--- src/rtl/spi_pkg.sv ---
// Shared SPI definitions for the slave endpoint and its master peer.
// Mode constants, the default word width and the bit-counter width rule.
package spi_pkg;

  localparam int   SPI_DATA_WIDTH        = 8;
  localparam logic SPI_CPOL_IDLE_LOW     = 1'b0;
  localparam logic SPI_CPHA_TRAIL_SAMPLE = 1'b1;

  // Wide enough to hold every value from 0 to the word width
  function automatic int spi_cnt_w(input int data_width);
    return $clog2(data_width + 1);
  endfunction

endpackage

--- src/rtl/spi_sync_edge.sv ---
// Two-flop synchroniser plus a third flop for edge detection of one async pin.
// Not reset: a reset must not fabricate an edge on a pin that did not move.
module spi_sync_edge (
  input  logic clk,
  input  logic din,
  output logic sync,
  output logic rise,
  output logic fall
);

  logic [2:0] ff_r;

  // Shift the pin through the synchroniser and the edge-history flop
  always_ff @(posedge clk) begin
    ff_r <= {ff_r[1:0], din};
  end

  assign sync = ff_r[1];
  assign rise = ff_r[1] & ~ff_r[2];
  assign fall = ~ff_r[1] & ff_r[2];

endmodule

--- src/rtl/spi_slave.sv ---
// SPI slave endpoint: oversamples sclk/csn/mosi in the clk domain,
// deserialises mosi into words and serialises data_send onto miso.
module spi_slave
  import spi_pkg::*;
#(
  parameter int   DATA_WIDTH = SPI_DATA_WIDTH,
  parameter logic CPOL       = SPI_CPOL_IDLE_LOW,
  parameter logic CPHA       = SPI_CPHA_TRAIL_SAMPLE
) (
  input  logic                  clk,
  input  logic                  rst,
  input  logic                  sclk,
  input  logic                  csn,
  input  logic                  mosi,
  output logic                  miso,
  input  logic [DATA_WIDTH-1:0] data_send,
  output logic [DATA_WIDTH-1:0] rx_data,
  output logic                  rx_valid,
  output logic                  busy,
  output logic                  frame_err
);

  localparam int CNT_W = spi_cnt_w(DATA_WIDTH);

  localparam logic [0:0] ST_IDLE   = 1'b0;
  localparam logic [0:0] ST_ACTIVE = 1'b1;

  logic sclk_rise_s, sclk_fall_s, sclk_sync_s;
  logic csn_rise_s, csn_fall_s, csn_sync_s;
  logic [1:0] mosi_ff_r;
  logic mosi_sync_s;
  logic lead_s, trail_s, sample_s, shift_s;

  logic [0:0]            state_r;
  logic [DATA_WIDTH-1:0] tx_shift_r;
  logic [DATA_WIDTH-1:0] rx_shift_r;
  logic [CNT_W-1:0]      bit_cnt_r;
  logic                  miso_r;
  logic [DATA_WIDTH-1:0] rx_data_r;
  logic                  rx_valid_r;
  logic                  busy_r;
  logic                  frame_err_r;

  spi_sync_edge u_sclk_sync (
    .clk  (clk),
    .din  (sclk),
    .sync (sclk_sync_s),
    .rise (sclk_rise_s),
    .fall (sclk_fall_s)
  );

  spi_sync_edge u_csn_sync (
    .clk  (clk),
    .din  (csn),
    .sync (csn_sync_s),
    .rise (csn_rise_s),
    .fall (csn_fall_s)
  );

  // Data line only needs the plain two-flop synchroniser
  always_ff @(posedge clk) begin
    mosi_ff_r <= {mosi_ff_r[0], mosi};
  end

  assign mosi_sync_s = mosi_ff_r[1];

  // Map raw sclk edges onto lead/trail, then onto sample/shift for this mode
  always_comb begin
    lead_s   = CPOL ? sclk_fall_s : sclk_rise_s;
    trail_s  = CPOL ? sclk_rise_s : sclk_fall_s;
    sample_s = 1'b0;
    shift_s  = 1'b0;
    if (!csn_sync_s) begin
      sample_s = CPHA ? trail_s : lead_s;
      shift_s  = CPHA ? lead_s : trail_s;
    end else begin
      sample_s = 1'b0;
      shift_s  = 1'b0;
    end
  end

  // Frame control, shifting and registered outputs
  always_ff @(posedge clk) begin
    if (rst) begin
      state_r     <= ST_IDLE;
      tx_shift_r  <= {DATA_WIDTH{1'b0}};
      rx_shift_r  <= {DATA_WIDTH{1'b0}};
      bit_cnt_r   <= {CNT_W{1'b0}};
      miso_r      <= 1'b0;
      rx_data_r   <= {DATA_WIDTH{1'b0}};
      rx_valid_r  <= 1'b0;
      busy_r      <= 1'b0;
      frame_err_r <= 1'b0;
    end else begin
      rx_valid_r  <= 1'b0;
      frame_err_r <= 1'b0;
      busy_r      <= ~csn_sync_s;
      case (state_r)
        ST_IDLE: begin
          miso_r    <= 1'b0;
          bit_cnt_r <= {CNT_W{1'b0}};
          if (csn_fall_s) begin
            state_r    <= ST_ACTIVE;
            rx_shift_r <= {DATA_WIDTH{1'b0}};
            // CPHA=0 presents the MSB before the first lead edge
            if (!CPHA) begin
              miso_r     <= data_send[DATA_WIDTH-1];
              tx_shift_r <= {data_send[DATA_WIDTH-2:0], 1'b0};
            end else begin
              tx_shift_r <= data_send;
            end
          end
        end
        ST_ACTIVE: begin
          if (csn_rise_s) begin
            state_r     <= ST_IDLE;
            miso_r      <= 1'b0;
            bit_cnt_r   <= {CNT_W{1'b0}};
            rx_shift_r  <= {DATA_WIDTH{1'b0}};
            frame_err_r <= (bit_cnt_r != {CNT_W{1'b0}});
          end else if (sample_s) begin
            if (bit_cnt_r == CNT_W'(DATA_WIDTH - 1)) begin
              // Word boundary: publish the word and arm the next transmit word
              rx_data_r  <= {rx_shift_r[DATA_WIDTH-2:0], mosi_sync_s};
              rx_valid_r <= 1'b1;
              bit_cnt_r  <= {CNT_W{1'b0}};
              rx_shift_r <= {DATA_WIDTH{1'b0}};
              tx_shift_r <= data_send;
            end else begin
              rx_shift_r <= {rx_shift_r[DATA_WIDTH-2:0], mosi_sync_s};
              bit_cnt_r  <= bit_cnt_r + CNT_W'(1);
            end
          end else if (shift_s) begin
            miso_r     <= tx_shift_r[DATA_WIDTH-1];
            tx_shift_r <= {tx_shift_r[DATA_WIDTH-2:0], 1'b0};
          end
        end
        default: begin
          state_r <= ST_IDLE;
          miso_r  <= 1'b0;
        end
      endcase
    end
  end

  assign miso      = miso_r;
  assign rx_data   = rx_data_r;
  assign rx_valid  = rx_valid_r;
  assign busy      = busy_r;
  assign frame_err = frame_err_r;

endmodule

--- config.mk ---
export PLATFORM = sky130hd
export DESIGN_NAME = spi_slave
export DESIGN_NICKNAME = d
export VERILOG_FILES = /design/src/rtl/spi_pkg.sv /design/src/rtl/spi_sync_edge.sv /design/src/rtl/spi_slave.sv
export SDC_FILE = /design/constraint.sdc
export NUM_CORES = 1
export LEC_CHECK = 0
export ABC_AREA = 1
export CELL_PAD_IN_SITES_DETAIL_PLACEMENT = 1
export CELL_PAD_IN_SITES_GLOBAL_PLACEMENT = 1
export CORE_UTILIZATION = 41
export DETAILED_ROUTE_END_ITERATION = 12
export PLACE_DENSITY_LB_ADDON = 0.3
export SETUP_SLACK_MARGIN = 0.5
export SLEW_MARGIN = 20
export SYNTH_ARGS = -nofsm -noshare
export SYNTH_HDL_FRONTEND = slang
export SYNTH_SLANG_ARGS = --single-unit
--- constraint.sdc ---
create_clock -name clk -period 3.95 [get_ports clk]
set_clock_uncertainty 0.05 [all_clocks]
set_input_delay 0.79 -clock clk [delete_from_list [all_inputs] [get_ports clk]]
set_output_delay 0.79 -clock clk [all_outputs]
set_load 0.02 [all_outputs]
==> flow_metrics.tcl <==
set metrics [dict create \
    status "complete, no violations" \
    dpl_cell_area_mm2 0.00184 \
    grt_usage 0.212 \
    final_cell_mix "dfxtp_1 (40), nor2_1 (38), nand2_1 (38), clkdlybuf4s50_1 (24), inv_1 (17)" \
    rsz0062_at_grt "no" \
    cts_setup_buffers 0 \
    gp_congestion 0.763 \
    drive_gt1_frac 0.100 \
    crit_family "buffers and inverters" \
    hold_class "flop to flop" \
    hold_viol 0 \
    cts_tree "yes" \
    powerDensity_mw_per_mm2 421 \
    slowest_delay_ps 790 \
    final_common_cell "dfxtp_1" \
    power_uw 822 \
    switching_share 0.233 \
    drtPass1Iterations 4 \
    cts_buffers 5 \
    end_kind "flop" \
    ant_nets 0 \
    setup_viol 0 \
    final_cell_area_mm2 0.00195 \
    remaining_drc_errors 0 \
    drt_iter0_drc 65 \
    coreArea_mm2 0.00366 \
    rows 22 \
    fin_crit_ps 2380 \
    startpoint_type "input port" \
    clkPwrFrac 0.399 \
    p_leak_nw 0.825 \
    syn_nets 217 \
    num_io_pins 25 \
    p_comb_frac 0.086 \
    dieWidth_um 64.0 \
    yosys_warnings 0 \
    antenna_found_initial 0 \
    grt_pass1_vias 1475 \
    finalNetCount 244 \
    avgRoutedWirePerCell_um 13.4 \
    cts_max_level 2 \
    power_frac_seq 0.515 \
    grt_pass1_wl_um 6590 \
    cts-hold-fix-buffers 0 \
    fmax_mhz 420 \
    dieHeight_um 64.0 \
    dieArea_mm2 0.00410 \
    vias 1372 \
    seq_area_um2 801 \
    root_buffer "clkbuf_8" \
    clock-sinks 40 \
    synth.distinct_cells 25 \
    crit_buf_inv 2 \
    max-cap-violations 0 \
    path_cells "clkdlybuf4s50_1 > clkinv_1 > o21ai_0 > nor3_1" \
    final_util 0.534 \
    finalSetupTns_ps 0 \
    grt-ovfl-total 0 \
    drv_slew 0 \
    critical_path_class "input port to flop" \
    num_antenna_cells 0 \
    p_int_uw 631 \
    grt_max_degree 20 \
    ir_drop_uv 262 \
    cts_resized 0 \
    wl_um 3730 \
    clk_pin_slew_ps 80 \
    tightest_slew_ps 533 \
    cts_max_path_buffers 2 \
    multi_input_area_um2 667 \
    initial_core_util 0.431 \
    cp_data_arrival_time_ps 2510 \
    p_sw_uw 191 \
    crit_required_ps 4080 \
    avgSynthCellArea_um2 7.80 \
    ys_seq_area_frac 0.508 \
    min_period_over_period 0.603 \
    synthCells 202 \
    worst-path-max-fanout 19 \
    dp_hpwl_um 2670 \
    relSlewSlack 0.642 \
    fillCellCount 450 \
    area_growth_syn_to_layout_pct 24.0 \
    clk-insertion-delay-late_ps 290 \
    vias_per_cell 4.94 \
    synth.cell_area_mm2 0.00158 \
    io_buffers 24 \
    cp_slowest_cell "clkdlybuf4s50_1" \
    ys_ff_latch 40 \
]
## flip-flops by register name, summed over array words and instances (netlist names)
register and cells:
bit_cnt_r 4, busy 1, frame_err 1, miso 1, mosi_ff_r 2, rx_data 8
rx_shift_r 7, rx_valid 1, state_r 1, tx_shift_r 8, u_csn_sync.ff_r 3, u_sclk_sync.ff_r 3
## stage by stage
step	setup WS (ps)	hold slack [ps]	cells
after CTS	1590	285	278
after floorplan	2560	260	202
after global routing	1470	290	278
after detailed placement	1270	265	270
after global placement	1380	260	270
final	1570	282	278
## cells by family (layout without fill, tap and decap cells)
kind of cell	after synthesis	in the layout	share of synthesized area
AO/OA/AOI/OAI	31	31	0.102
AND/OR/NAND/NOR	105	105	0.305
flip-flops	40	40	0.508
buffers and inverters	24	52	0.0690
adder cells (fa/ha/maj)	2	2	0.0159
## power by group through the flow
stage / clock [mW] / sequential (mW) / combinational (mW)
after floorplan: 0 / 0.431 / 0.0484
after global placement: 0 / 0.432 / 0.0670
after detailed placement: 0 / 0.433 / 0.0707
after CTS: 0.340 / 0.423 / 0.0720
after global routing: 0.358 / 0.425 / 0.0808
final: 0.328 / 0.423 / 0.0708
## cell usage after synthesis, drive strengths merged
master   number  area share
a2111oi       1      0.0056
a211oi        1      0.0048
a21oi        12       0.038
buf           3       0.019
clkbuf        1      0.0024
clkinv        1      0.0024
dfxtp        40        0.51
ha            2       0.016
inv          19       0.045
nand2        44        0.11
nand3        15       0.059
nand3b        1      0.0048
nand4         1      0.0040
nor2         42        0.11
nor3          2       0.013
o21ai        17       0.054
## path summary, 6_finish.rpt
| path | slack (ps) | startpoint | end | cells past startpoint |
|---|---|---|---|---|
| min | 280 | u_csn_sync.ff_r[0] | u_csn_sync.ff_r[1] | 0 |
| max reg2reg | 2260 | bit_cnt_r[0] | rx_data[0] | 6 |
| min reg2reg | 280 | u_csn_sync.ff_r[0] | u_csn_sync.ff_r[1] | 0 |
| max | 1570 | rst | bit_cnt_r[3] | 4 |
## per-layer routing
layer  track usage  wire (um)  part of all wire
met2         0.374       1870              0.50
met1         0.247       1690              0.45
met3        0.0518        133             0.036
met4        0.0767         29            0.0078
met5             0          0                 0
## cell type report
class / count / share of cell area
repair buffers: 24 / 0.123
flip-flops and latches: 40 / 0.410
inverters: 20 / 0.0384
clock buffers: 5 / 0.0352
well taps: 48 / 0.0307
multi-input cells: 138 / 0.341
clock inverters: 3 / 0.0218
Power figures use the tool's default switching activity.
